--- config.mk ---
export PLATFORM = sky130hd
export DESIGN_NAME = seq_digit_comparator
export DESIGN_NICKNAME = d
export VERILOG_FILES = /design/src/rtl/cmp_pkg.sv /design/src/rtl/cmp_digit_slice.sv /design/src/rtl/seq_digit_comparator.sv
export SDC_FILE = /design/constraint.sdc
export NUM_CORES = 1
export LEC_CHECK = 0
export BUFFER_PORTS_ARGS = -buffer_cell sky130_fd_sc_hd__buf_4
export CORE_MARGIN = 4
export CORE_UTILIZATION = 57
export CTS_CLUSTER_DIAMETER = 50
export DETAILED_ROUTE_END_ITERATION = 7
export GPL_TIMING_DRIVEN = 0
export HOLD_SLACK_MARGIN = 0.05
export PLACE_DENSITY = 0.83
export RECOVER_POWER = 50
export SYNTH_ARGS = -nofsm -noshare
export SYNTH_HDL_FRONTEND = slang
export SYNTH_HIERARCHICAL = 1
export SYNTH_SLANG_ARGS = --single-unit
--- constraint.sdc ---
create_clock -name clk -period 3.4 [get_ports clk]
set_input_delay 0.68 -clock clk [delete_from_list [all_inputs] [get_ports clk]]
set_output_delay 0.68 -clock clk [all_outputs]
set_load 0.005 [all_outputs]
--- src/rtl/cmp_pkg.sv ---
`default_nettype none
// ============================================================================
//  Module   : cmp_pkg
//  Purpose  : Shared types and helpers for the sequential digit comparator.
//  Revision : 1.0 - initial release
// ============================================================================
package cmp_pkg;

    // Controller states: waiting for a request, or scanning digits.
    typedef enum logic [0:0] {
        IDLE = 1'b0,
        RUN  = 1'b1
    } state_t;

    // Running comparison result carried down the digit cascade.
    typedef struct packed {
        logic eq;
        logic gt;
    } cmp_res_t;

    // Number of digit slices needed to cover an operand.
    function automatic int nslice(input int width, input int digit);
        return width / digit;
    endfunction

endpackage : cmp_pkg
`default_nettype wire

--- src/rtl/cmp_digit_slice.sv ---
`default_nettype none
// ============================================================================
//  Module   : cmp_digit_slice
//  Purpose  : One cascaded unsigned digit comparator (eq/gt chain element).
//  Revision : 1.0 - initial release
// ============================================================================
module cmp_digit_slice #(
    parameter int DIGIT = 2
) (
    input  logic [DIGIT-1:0] x,
    input  logic [DIGIT-1:0] y,
    input  logic             eq_in,
    input  logic             gt_in,
    output logic             eq,
    output logic             gt
);

    // A decision made by a more-significant digit passes through untouched;
    // otherwise this digit decides.
    always_comb begin
        eq = 1'b0;
        gt = gt_in;
        if (eq_in) begin
            eq = (x == y);
            gt = (x > y);
        end
    end

endmodule : cmp_digit_slice
`default_nettype wire

--- src/rtl/seq_digit_comparator.sv ---
`default_nettype none
// ============================================================================
//  Module   : seq_digit_comparator
//  Purpose  : Sequential MSB-first magnitude comparator, DIGIT bits per clock,
//             with optional signed mode, early exit and cascade inputs.
//  Revision : 1.0 - initial release
// ============================================================================
module seq_digit_comparator
    import cmp_pkg::*;
#(
    parameter int WIDTH      = 16,
    parameter int DIGIT      = 2,
    parameter int EARLY_EXIT = 1
) (
    input  logic             clk,
    input  logic             rst,
    input  logic             start,
    input  logic [WIDTH-1:0] a,
    input  logic [WIDTH-1:0] b,
    input  logic             signed_mode,
    input  logic             eq_in,
    input  logic             gt_in,
    output logic             busy,
    output logic             done,
    output logic             eq,
    output logic             gt,
    output logic             lt
);

    localparam int c_nslice = nslice(WIDTH, DIGIT);
    localparam int c_kw     = (c_nslice > 1) ? $clog2(c_nslice) : 1;

    generate
        if ((WIDTH % DIGIT) != 0) begin : g_width_check
            $error("seq_digit_comparator: WIDTH must be a multiple of DIGIT");
        end
    endgenerate

    state_t            r_state;
    state_t            w_state_next;
    logic [WIDTH-1:0]  r_a;
    logic [WIDTH-1:0]  r_b;
    logic [c_kw-1:0]   r_k;
    cmp_res_t          r_run;
    cmp_res_t          w_slice;
    logic              w_exit;
    logic              w_accept;
    logic [WIDTH-1:0]  w_msb_flip;
    logic              r_done;
    logic              r_eq;
    logic              r_gt;
    logic              r_lt;

    // Biasing the sign bit turns a two's-complement compare into an unsigned
    // one; only the top digit is affected, so it is applied once at capture.
    assign w_msb_flip = {signed_mode, {(WIDTH-1){1'b0}}};
    assign w_accept   = (r_state == IDLE) && start;

    // Operands are shifted left each RUN cycle so the digit under test is
    // always the top DIGIT bits of the operand registers.
    cmp_digit_slice #(
        .DIGIT (DIGIT)
    ) u_slice (
        .x     (r_a[WIDTH-1 -: DIGIT]),
        .y     (r_b[WIDTH-1 -: DIGIT]),
        .eq_in (r_run.eq),
        .gt_in (r_run.gt),
        .eq    (w_slice.eq),
        .gt    (w_slice.gt)
    );

    // State register.
    always_ff @(posedge clk) begin
        if (rst) begin
            r_state <= IDLE;
        end else begin
            r_state <= w_state_next;
        end
    end

    // Next-state logic; exit after the last digit or on the first decision.
    always_comb begin
        w_state_next = r_state;
        w_exit       = 1'b0;
        case (r_state)
            IDLE: begin
                if (start) begin
                    w_state_next = RUN;
                end
            end
            RUN: begin
                if ((r_k == '0) || ((EARLY_EXIT != 0) && !w_slice.eq)) begin
                    w_state_next = IDLE;
                    w_exit       = 1'b1;
                end
            end
            default: w_state_next = IDLE;
        endcase
    end

    // Operand capture, digit scan and result registers.
    always_ff @(posedge clk) begin
        if (rst) begin
            r_a    <= '0;
            r_b    <= '0;
            r_k    <= '0;
            r_run  <= '0;
            r_done <= 1'b0;
            r_eq   <= 1'b0;
            r_gt   <= 1'b0;
            r_lt   <= 1'b0;
        end else begin
            r_done <= 1'b0;
            if (w_accept) begin
                r_a      <= a ^ w_msb_flip;
                r_b      <= b ^ w_msb_flip;
                r_k      <= c_kw'(c_nslice - 1);
                r_run.eq <= eq_in;
                r_run.gt <= gt_in;
            end else if (r_state == RUN) begin
                r_a   <= r_a << DIGIT;
                r_b   <= r_b << DIGIT;
                r_k   <= r_k - c_kw'(1);
                r_run <= w_slice;
                if (w_exit) begin
                    r_eq   <= w_slice.eq;
                    r_gt   <= w_slice.gt;
                    r_lt   <= ~w_slice.eq & ~w_slice.gt;
                    r_done <= 1'b1;
                end
            end
        end
    end

    assign busy = (r_state == RUN);
    assign done = r_done;
    assign eq   = r_eq;
    assign gt   = r_gt;
    assign lt   = r_lt;

endmodule : seq_digit_comparator
`default_nettype wire

-- After elaboration in Yosys (flattened, before gate mapping)
Index checks and enable logic that the tools add are counted.
- add/subtract/negate cells: 1
- order comparisons: 1
- equality and inequality tests: 1
- muxes and demuxes: 16
- bitwise gates (word level): 7
- reductions and logical operators: 7
- operator list (kind ; number):
    $mux 16 ; 4
    $xor 16x16->16 ; 2
    $mux 1 ; 7
    $mux 3 ; 2
    $mux 2 ; 2
    $not 1->1 ; 4
    $logic_not 3->1 ; 1
    $reduce_and 3->1 ; 1
    $reduce_or 3->1 ; 1
    $sub 3x1->3 const B ; 1
    $eq 2x2->1 ; 1
    $gt 2x2->1 ; 1
    $pmux 1 s2 ; 1
    $reduce_bool 2->1 ; 1
    $and 1x1->1 ; 1
    $logic_and 1x1->1 ; 1
    $logic_not 1->1 ; 1
    $logic_or 1x1->1 ; 1
- register bits: 42
- input port bits: 38

-- Longest topological paths before layout
Gate-level depths: netlist (run 1).
- depth after elaboration: 7
- mapped depth: 7
- gate-level depth less buffers: 7

-- Cells and area by module
The synthesis (run 1) kept the hierarchy.
- by module, submodules not included (module ; times used ; cells each ; area each (um^2) ; seq. area each (um^2)):
    seq_digit_comparator ; 1 ; 213 ; 1858.0 ; 840.8
    cmp_digit_slice ; 1 ; 11 ; 75.1 ; 0.0

-- Worst setup path after synthesis (run 1)
Ideal clock, no wire load.
- path kind: input port to flip-flop
- start: input rst
- end: register r_gt (netlist: gt)
- setup time: 116 ps
- data arrival time: 1290 ps
- data required time: 3284 ps
- slack: 1993 ps
- stages: 4
- cell sequence: clkbuf_1 > inv_1 > and4_1 > a31o_2
- RTL lines (element ; line ; RTL):
    start: declaration ; seq_digit_comparator.sv:16 ; input logic rst,
    end signal: assignment ; seq_digit_comparator.sv:127 ; r_gt <= w_slice.gt;
    end: declaration ; seq_digit_comparator.sv:51 ; logic r_gt;

-- Worst setup path after layout (run 1)
- start: register r_state (netlist: busy)
- end: register r_lt (netlist: lt)
- longest elaborated chain between the ends: 4
- elaborated cells between the ends (all ways): 5
- ends and longest elaborated chain (element ; line ; RTL):
    start: declaration ; seq_digit_comparator.sv:39 ; state_t r_state;
    start signal: assignment ; seq_digit_comparator.sv:77 ; r_state <= w_state_next;
    $not 1->1 (no source line) ; -- ;
    $logic_and 1x1->1 ; seq_digit_comparator.sv:57 ; assign w_accept = (r_state == IDLE) && start;
    $not 1->1 (no source line) ; -- ;
    $reduce_and 3->1 (no source line) (*) ; -- ;
    end signal: assignment ; seq_digit_comparator.sv:128 ; r_lt <= ~w_slice.eq & ~w_slice.gt;
    end: declaration ; seq_digit_comparator.sv:52 ; logic r_lt;
Every way passes the cells marked *; elsewhere a longest branch is shown, timed or not.
A chain may end at the register's enable or synchronous reset.

==> flow_summary_export.csv, run 1 <==
group,metric,value,unit
status,outcome,"completed",
synth,synth.cell_area,0.00193,mm2
power_and_ir_drop,total_power_density_per_cell_area,410,mW/mm2
synth,synthesis.area_per_instance,8.63,um2
setup_path,cpLargestDelayFamily,"buffers and inverters",
sta,setup_viol,0,
global_route,number_of_global_route_vias_before_repair,1587,
finish,mostFrequentLayoutCell,"sky130_fd_sc_hd__nand2_1",
sta,final.hold.worst_slack,453,ps
finish,layout.cells.most_common_list,"sky130_fd_sc_hd__nand2_1 (60), sky130_fd_sc_hd__buf_4 (43), sky130_fd_sc_hd__dfxtp_1 (42), sky130_fd_sc_hd__a21oi_1 (31), sky130_fd_sc_hd__mux2_2 (27)",
detailed_routing,drtAntennaViolNets,0,
synth,cell_count_after_synthesis,224,
setup_path,cp-startpoint,"busy",
setup_path,reg2reg_slack,1860,ps
clock_network,cts_root_buffer,"sky130_fd_sc_hd__clkbuf_4",
detailed_routing,routed-via-count,1644,
clock_network,post_cts.repair.setup_buffers,0,
setup_path,cp-end-kind,"flop",
place,dp_hpwl,3.02,mm
setup_path,worst_path_largest_cell_delay,350,ps
floorplan,initial_util,61.3,%
synth,synth.ff_latch_count,42,
place,routabilityCongestion,0.777,
global_route,number_of_antenna_violations_at_the_first_check_in_global_routing,0,
sta,achievable_freq,651,MHz
clock_network,ctsHtreeMaxLevel,2,
setup_path,sequence_of_cells_on_the_critical_path,"clkbuf_1 > inv_1 > clkbuf_1 > nor2_1 > a32o_1",
clock_network,worst_skew_pair.late_latency,350,ps
global_route,gr-usage-all-layers,20.3,%
sta,finalWorstPathRequiredPeriod,1540,ps
floorplan,fp.coreArea,0.00315,mm2
power_and_ir_drop,static_leakage_power,0.998,nW
finish,drive_gt1_share,30.3,%
clock_network,numCtsBuffers,5,
sta,final_clock_period_utilization_by_the_worst_path,45.2,%
finish,area_growth_syn_to_layout,20.5,%
synth,netlist.area_leader.share,43.5,%
clock_network,hold_bufs_inserted_after_cts,0,
floorplan,die_x,66.2,um
setup_path,cell_count_of_the_worst_reg_to_reg_path,5,
global_route,gr-total-overflow,0,
setup_path,criticalPathCategory,"flop to flop",
sta,setup_repair_after_global_routing_missed_its_margin,"false",
clock_network,tritoncts,"built",
global_route,grt_start_max_net_pins,12,
synth,biggest_area_contributors_in_the_synthesized_netlist,"sky130_fd_sc_hd__dfxtp_1 (43%), sky130_fd_sc_hd__mux2_2 (16%), sky130_fd_sc_hd__nand2_1 (12%)",
setup_path,timing.critical_path.buf_inv,3,
synth,ys_types,23,
synth,synth_seq_area_share,43.5,%
floorplan,rows,20,
clock_network,ctsLongestPathBuffers,2,
setup_path,cp_max_fanout,10,
floorplan,boundaryPins,43,
detailed_routing,route.final.wire_length,4.09,mm
setup_path,worst_ep_required_time,3700,ps
setup_path,crit_path_frequent_cell,"sky130_fd_sc_hd__clkbuf_1",
worst_hold_path,whs_endpoint,"r_b[13]",
global_route,global_route_wire_length_before_repair,6.91,mm
sta,setup_total_negative_slack,0,ps
worst_hold_path,worst_hold_path_type,"flop to flop",
detailed_routing,viasPerCell,5.22,
sta,max-slew-margin-rel,65.4,%
sta,clock-skew-final,8.77,ps
clock_network,cts_num_sinks,42,
finish,final_antenna_diode_count,0,
detailed_routing,drtPass1Iterations,4,
floorplan,overall_die_area,0.00439,mm2
place,number_of_port_buffers,40,
power_and_ir_drop,ir_drop,0.282,mV
setup_path,r2r-end,"lt",
detailed_routing,iteration_0_drc_count_of_the_detailed_router,115,
sta,timing_max_transition_violations_final,0,
synth,yosysWarnings,6,
clock_network,cts_repair_resize_count,0,
setup_path,critical_path_source_type,"flop",
setup_path,cp_slowest_cell,"sky130_fd_sc_hd__dfxtp_1",
sta,timing_hold_violations_final,0,
worst_hold_path,holdCritStartpoint,"r_b[11]",
sta,worst_pin_slew,519,ps
synth,synth_largest_area_cell,"sky130_fd_sc_hd__dfxtp_1",
setup_path,critical_register_to_register_path_startpoint,"busy",
synth,synth_nets,266,
detailed_routing,average_routed_wire_per_standard_cell,13.0,um
worst_hold_path,hold-path-cell-count,2,
clock_network,cts.reportedPaths.clkPinSlew,120,ps
detailed_routing,drc_errors,0,
run,drv_cap,0,
floorplan,die_outline_height,66.2,um
setup_path,timing.critical_path.arrival,1830,ps
finish,fill_cells,259,
finish,layout.nets,313,
[worst max path at each step]
| stage | end | slack [ps] | cells past startpoint |
|---|---|---|---|
| 2_1_floorplan | gt | 1990 | 4 |
| 5_1_grt | lt | 1760 | 5 |
| 3_3_place_gp | eq | 1860 | 3 |
| 3_5_place_dp | r_a[11] | 1850 | 3 |
| 6_report | lt | 1860 | 5 |
| 4_1_cts | lt | 1890 | 1 |
[layout make-up]
| cell class | instances | area, um2 | share of cell area, % |
|---|---|---|---|
| Inverter | 9 | 33.8 | 1.45 |
| Buffer | 17 | 78.8 | 3.38 |
| Tap cell | 44 | 55.1 | 2.36 |
| Clock buffer | 7 | 45.0 | 1.93 |
| Timing Repair Buffer | 40 | 300 | 12.9 |
| Sequential cell | 42 | 841 | 36.1 |
| Multi-Input combinational cell | 156 | 976 | 41.9 |
[kinds of logic (layout without fill, tap and decap cells)]
family                     Yosys count  count (layout)  share of synthesized area (%)
AOI/OAI and AO/OA                   41              41                           12.6
adders and majority gates            4               4                           2.59
buffers and inverters               26              73                           6.02
and+or+nand+nor                     77              77                           16.1
xor gates and xnor gates             2               2                          0.906
DFF                                 42              42                           43.5
muxes                               32              32                           18.3
[cells in the mapped netlist]
library cell and instances:
sky130_fd_sc_hd__nand2_1 60, sky130_fd_sc_hd__dfxtp_1 42, sky130_fd_sc_hd__a21oi_1 31, sky130_fd_sc_hd__mux2_2 27
sky130_fd_sc_hd__inv_1 9, sky130_fd_sc_hd__clkbuf_1 8, sky130_fd_sc_hd__nor3_1 8, sky130_fd_sc_hd__buf_2 6
sky130_fd_sc_hd__mux2i_1 5, sky130_fd_sc_hd__nor2_1 5, sky130_fd_sc_hd__a211oi_1 4, sky130_fd_sc_hd__ha_1 4
sky130_fd_sc_hd__buf_4 3, sky130_fd_sc_hd__a211o_1 2, sky130_fd_sc_hd__xnor2_1 2, sky130_fd_sc_hd__a21oi_2 1
sky130_fd_sc_hd__a31o_2 1, sky130_fd_sc_hd__a32o_1 1, sky130_fd_sc_hd__and3_1 1, sky130_fd_sc_hd__and4_1 1
sky130_fd_sc_hd__nand2b_1 1, sky130_fd_sc_hd__o22ai_2 1, sky130_fd_sc_hd__or2_2 1
[tightest hold or removal path, delay by kind of cell, from the launching register on]
family | cells | cell delay [ps]
compound gates | 1 | 50
flops | 1 | 320
simple gates | 1 | 50
[sequential cells by signal, indices dropped and copies added, names as in the netlist]
name	count
r_k	3
r_b	16
gt	1
done	1
busy	1
eq	1
r_run	2
r_a	16
lt	1
[per-stage QoR]
stage                     worst slack, ps  area (um2)  utilization, %  cells  total power, mW
after floorplan                      1990        1930               -    224            0.672
after global placement               1860        2290            72.6    308            0.731
after detailed placement             1850        2290            72.6    308            0.736
after CTS                            1890        2330            74.0    315            0.957
after global routing                 1760        2330            73.9    315            0.999
final                                1860        2330            73.9    315            0.955
[power by group]
| part | internal, mW | switching, mW |
|---|---|---|
| combinational | 0.0976 | 0.0837 |
| sequential | 0.526 | 0.0175 |
| clock | 0.0782 | 0.151 |
| total | 0.702 | 0.253 |
[routing by layer]
layer | global-route usage, % | vias to the layer above | part of all wire, %
met5 | 0 | - | 0
met4 | 8.12 | 0 | 1.6
met3 | 4.25 | 7 | 4.4
met2 | 34.9 | 33 | 48
met1 | 24.5 | 763 | 46
li1 | - | 841 | -
(Power assumes the default switching activity.)
==> run 2, diff against run 1 <==
Settings changed: CORE_UTILIZATION 57 to 48, PLACE_DENSITY 0.83 to 0.75.
Clock period 3.4 ns to 1.3 ns, I/O delays scaled along.
==> flow_summary_export.csv, run 2 (same netlist as run 1, synthesis figures left out) <==
group,metric,value,unit
floorplan,rows,22,
power_and_ir_drop,ir_drop,0.830,mV
sta,fin_ws,-102,ps
clock_network,ctsLongestPathBuffers,2,
finish,drive_gt1_share,36.0,%
setup_path,critical_path_source_type,"flop",
setup_path,cp_slowest_cell,"sky130_fd_sc_hd__dfxtp_2",
worst_hold_path,worst_hold_path_type,"input port to flop",
floorplan,die_x,71.5,um
finish,final_antenna_diode_count,0,
global_route,number_of_global_route_vias_before_repair,1461,
clock_network,cts.reportedPaths.clkPinSlew,80,ps
clock_network,cts_num_sinks,42,
sta,finalWorstPathRequiredPeriod,1400,ps
sta,final_clock_period_utilization_by_the_worst_path,108,%
global_route,gr-usage-all-layers,17.3,%
sta,clock-skew-final,7.19,ps
finish,layout.cells.most_common_list,"sky130_fd_sc_hd__nand2_1 (60), sky130_fd_sc_hd__buf_4 (39), sky130_fd_sc_hd__dfxtp_1 (37), sky130_fd_sc_hd__a21oi_1 (30), sky130_fd_sc_hd__mux2_2 (27)",
floorplan,overall_die_area,0.00511,mm2
place,dpl_worst_slack,-108,ps
sta,timing_max_transition_violations_final,0,
sta,worst_pin_slew,481,ps
sta,setup_repair_after_global_routing_missed_its_margin,"true",
clock_network,cts_root_buffer,"sky130_fd_sc_hd__clkbuf_8",
global_route,global_route_wire_length_before_repair,6.89,mm
detailed_routing,iteration_0_drc_count_of_the_detailed_router,93,
setup_path,cpLargestDelayFamily,"simple AND/OR/NAND/NOR gates",
place,routabilityCongestion,0.749,
detailed_routing,drc_errors,0,
place,placed_cell_area,0.00232,mm2
finish,finish.instance_area,0.00242,mm2
sta,setup_total_negative_slack,-160,ps
global_route,number_of_antenna_violations_at_the_first_check_in_global_routing,0,
setup_path,worst_ep_required_time,1500,ps
detailed_routing,viasPerCell,5.06,
finish,finish.utilization,64.3,%
sta,timing_hold_violations_final,0,
setup_path,r2r-end,"gt",
setup_path,cp-end-kind,"flop",
setup_path,cp_max_fanout,3,
sta,final.hold.worst_slack,249,ps
setup_path,criticalPathCategory,"flop to flop",
detailed_routing,average_routed_wire_per_standard_cell,13.2,um
place,placed_cells,312,
detailed_routing,drtPass1Iterations,4,
sta,achievable_freq,713,MHz
floorplan,initial_util,51.3,%
run,drv_cap,0,
finish,reg_top3,"r_a x16, r_b x16, r_k x3",
detailed_routing,route.final.wire_length,4.23,mm
clock_network,ctsHtreeMaxLevel,2,
detailed_routing,drtAntennaViolNets,0,
sta,setup_viol,2,
setup_path,critical_register_to_register_path_startpoint,"r_b[15]",
floorplan,boundaryPins,43,
setup_path,timing.critical_path.buf_inv,1,
worst_hold_path,whs_endpoint,"r_b[1]",
setup_path,reg2reg_slack,-100,ps
setup_path,worst_path_largest_cell_delay,340,ps
status,failed_checks,"setup timing",
clock_network,worst_skew_pair.late_latency,290,ps
worst_hold_path,holdCritStartpoint,"b[1]",
finish,layout.nets,314,
finish,mostFrequentLayoutCell,"sky130_fd_sc_hd__nand2_1",
global_route,gr-total-overflow,0,
place,number_of_port_buffers,40,
setup_path,sequence_of_cells_on_the_critical_path,"inv_2 > ha_4 > and3_4 > nand2b_4 > and4_1 > a31o_2",
finish,area_growth_syn_to_layout,25.4,%
power_and_ir_drop,total_power_density_per_cell_area,1120,mW/mm2
clock_network,numCtsBuffers,5,
floorplan,fp.coreArea,0.00377,mm2
setup_path,cell_count_of_the_worst_reg_to_reg_path,6,
floorplan,die_outline_height,71.5,um
worst_hold_path,hold-path-cell-count,3,
status,outcome,"complete, but fails checks",
setup_path,timing.critical_path.arrival,1600,ps
power_and_ir_drop,power.total,2.72,mW
finish,fill_cells,339,
detailed_routing,routed-via-count,1620,
sta,max-slew-margin-rel,67.9,%
finish,finish.cell_count_without_fillers,320,
power_and_ir_drop,static_leakage_power,1.02,nW
global_route,grt_start_max_net_pins,12,
clock_network,tritoncts,"built",
place,dp_hpwl,3.05,mm
[run 2: where the power goes]
part / internal, mW / switching [mW] / leakage, nW / total, mW
Combinational: 0.275 / 0.228 / 0.637 / 0.503
Sequential: 1.38 / 0.0464 / 0.348 / 1.42
Clock: 0.370 / 0.423 / 0.0383 / 0.793
[run 2: worst max-delay path by stage]
stage / start / endpoint / slack (ps) / depth (start not counted)
after floorplan: r_a[14] / gt / -40 / 6
after global placement: r_a[14] / gt / -100 / 6
after detailed placement: r_a[14] / gt / -110 / 6
after CTS: r_b[15] / gt / -100 / 6
after global routing: r_b[15] / gt / -160 / 6
final: r_b[15] / gt / -100 / 6
[run 2: tightest hold or removal path, delay by kind of cell]
kind,cells,cell delay (ps)
buffers and inverters,1,70
muxes,1,50
and+or+nand+nor,1,110
[run 2: layer usage]
metal / global-route usage [%] / up-vias / wire, um
li1: - / 846 / -
met1: 23.3 / 731 / 1940
met2: 26.1 / 38 / 1960
met3: 5.61 / 5 / 276
met4: 5.64 / 0 / 53
met5: 0 / - / 0
[run 2: timing repair]
action,in CTS,in global routing
gates cloned,0,0
buffers inserted,0,1
hold buffers,0,0
setup endpoints to repair,3,27
pin swaps,3,2
gates resized for setup,2,7
[run 2: layout make-up]
cell class,instances,area [um2],share of cell area [%]
Buffer,17,82.6,3.41
Clock buffer,7,76.3,3.15
Inverter,9,33.8,1.39
Multi-Input combinational cell,156,1020,42.1
Sequential cell,42,847,35.0
Tap cell,48,60.1,2.48
Timing Repair Buffer,41,304,12.5
==> run 3, diff against run 2 <==
Settings changed: CTS_BUF_LIST from default to sky130_fd_sc_hd__clkbuf_16.
==> flow_summary_export.csv, run 3 (same netlist as run 1, synthesis figures left out) <==
group,metric,value,unit
clock_network,worst_skew_pair.late_latency,280,ps
setup_path,critical_path_source_type,"flop",
finish,fill_cells,312,
detailed_routing,routed-via-count,1635,
run,drv_cap,0,
clock_network,ctsLongestPathBuffers,2,
sta,setup_viol,2,
finish,mostFrequentLayoutCell,"sky130_fd_sc_hd__nand2_1",
finish,drive_gt1_share,36.0,%
worst_hold_path,holdCritStartpoint,"b[0]",
sta,worst_pin_slew,494,ps
setup_path,cp-startpoint,"r_b[15]",
sta,setup_repair_after_global_routing_missed_its_margin,"true",
place,number_of_port_buffers,40,
power_and_ir_drop,ir_drop,0.912,mV
finish,finish.utilization,65.8,%
sta,timing_hold_violations_final,0,
finish,area_growth_syn_to_layout,28.3,%
place,dpl_worst_slack,-108,ps
global_route,number_of_antenna_violations_at_the_first_check_in_global_routing,0,
power_and_ir_drop,total_power_density_per_cell_area,1240,mW/mm2
power_and_ir_drop,sequentialPowerShare,46.4,%
floorplan,rows,22,
setup_path,critical_register_to_register_path_startpoint,"r_b[15]",
floorplan,fp.coreArea,0.00377,mm2
setup_path,criticalPathCategory,"flop to flop",
clock_network,cts.reportedPaths.clkPinSlew,60,ps
power_and_ir_drop,power.total,3.08,mW
setup_path,worst_ep_required_time,1470,ps
detailed_routing,drtAntennaViolNets,0,
sta,max-slew-margin-rel,67.1,%
global_route,gr-usage-all-layers,17.5,%
sta,achievable_freq,714,MHz
setup_path,cp_max_fanout,3,
detailed_routing,route.final.wire_length,4.30,mm
power_and_ir_drop,switching_share,23.9,%
finish,reg_top3,"r_a x16, r_b x16, r_k x3",
sta,fin_ws,-101,ps
setup_path,timing.critical_path.arrival,1580,ps
detailed_routing,viasPerCell,5.11,
sta,clock-skew-final,4.96,ps
global_route,met1_usage,24.2,%
clock_network,ctsHtreeMaxLevel,2,
clock_network,cts_root_buffer,"sky130_fd_sc_hd__clkbuf_16",
place,dp_hpwl,3.05,mm
place,routabilityCongestion,0.749,
floorplan,initial_util,51.3,%
setup_path,cp-end-kind,"flop",
detailed_routing,drtPass1Iterations,4,
global_route,gr-total-overflow,0,
clock_network,hold_bufs_inserted_after_cts,0,
finish,finish.instance_area,0.00248,mm2
power_and_ir_drop,power.share.combinational,16.4,%
global_route,grt-busiest-layer,"met2",
clock_network,numCtsBuffers,5,
detailed_routing,average_routed_wire_per_standard_cell,13.4,um
power_and_ir_drop,internal_power,2.34,mW
finish,layout.cells.most_common_list,"sky130_fd_sc_hd__nand2_1 (60), sky130_fd_sc_hd__buf_4 (39), sky130_fd_sc_hd__dfxtp_1 (37), sky130_fd_sc_hd__a21oi_1 (30), sky130_fd_sc_hd__mux2_2 (27)",
status,failed_checks,"setup timing",
power_and_ir_drop,power.clock.fraction,37.2,%
clock_network,tritoncts,"built",
power_and_ir_drop,total_switching_power,0.736,mW
global_route,global_route_wire_length_before_repair,7.00,mm
status,outcome,"complete, but fails checks",
finish,layout.nets,314,
detailed_routing,iteration_0_drc_count_of_the_detailed_router,107,
floorplan,boundaryPins,43,
global_route,globalRouteMet2Util,26.4,%
floorplan,die_x,71.5,um
detailed_routing,drc_errors,0,
power_and_ir_drop,static_leakage_power,1.06,nW
finish,final_antenna_diode_count,0,
worst_hold_path,worst_hold_path_type,"input port to flop",
global_route,number_of_global_route_vias_before_repair,1460,
finish,multi_input_gate_area_in_the_final_layout,0.00102,mm2
sta,finalWorstPathRequiredPeriod,1400,ps
sta,final_clock_period_utilization_by_the_worst_path,108,%
sta,setup_total_negative_slack,-155,ps
floorplan,overall_die_area,0.00511,mm2
global_route,global_route.usage.met3,3.93,%
sta,timing_max_transition_violations_final,0,
floorplan,die_outline_height,71.5,um
clock_network,cts_num_sinks,42,
place,placed_cell_area,0.00232,mm2
global_route,grt_start_max_net_pins,12,
finish,register_area,847,um2
==> run 3: cell type report <==
class | count | share of cell area (%)
plain buffers | 17 | 3.33
clock buffers | 5 | 5.05
clock inverters | 2 | 0.303
inverters | 9 | 1.36
multi-input cells | 156 | 41.1
well taps | 48 | 2.42
repair buffers | 41 | 12.3
flip-flops and latches | 42 | 34.2
==> run 3: path summary, 6_finish.rpt <==
| check | to | slack [ps] | cells after the start |
|---|---|---|---|
| max | gt | -100 | 6 |
| min | r_b[0] | 270 | 3 |
| max reg2reg | gt | -100 | 6 |
| min reg2reg | r_a[14] | 450 | 2 |
==> run 3: per-stage QoR <==
stage | hold slack (ps) | instances
final | 268 | 320
after global placement | 425 | 312
after floorplan | 415 | 224
after CTS | 267 | 319
after detailed placement | 436 | 312
after global routing | 271 | 320
==> run 3: power by group through the flow <==
stage / Sequential, mW / Combinational [mW] / Clock, mW
2_1_floorplan: 1.44 / 0.333 / 0
3_3_place_gp: 1.45 / 0.482 / 0
3_5_place_dp: 1.45 / 0.493 / 0
4_1_cts: 1.43 / 0.499 / 1.17
5_1_grt: 1.44 / 0.560 / 1.22
6_report: 1.43 / 0.504 / 1.15
==> run 3: routing by layer <==
layer	share of wire (%)	vias to the layer above	routed length, um
met5	0	-	0
met4	1.7	0	75
met3	5.5	6	237
met2	47	38	2030
met1	45	740	1950
li1	-	851	-
==> run 3: what timing repair did <==
| item | CTS | global route |
|---|---|---|
| setup endpoints to repair | 3 | 27 |
| setup buffers | 0 | 1 |
| pin swaps | 3 | 2 |
| gates resized for setup | 2 | 7 |
==> run 3: critical path, stage by stage (launching register included) <==
cell	delay, ps
sky130_fd_sc_hd__dfxtp_2	330
sky130_fd_sc_hd__inv_2	50
sky130_fd_sc_hd__ha_4	270
sky130_fd_sc_hd__and3_4	200
sky130_fd_sc_hd__nand2b_4	60
sky130_fd_sc_hd__and4_1	180
sky130_fd_sc_hd__a31o_2	200
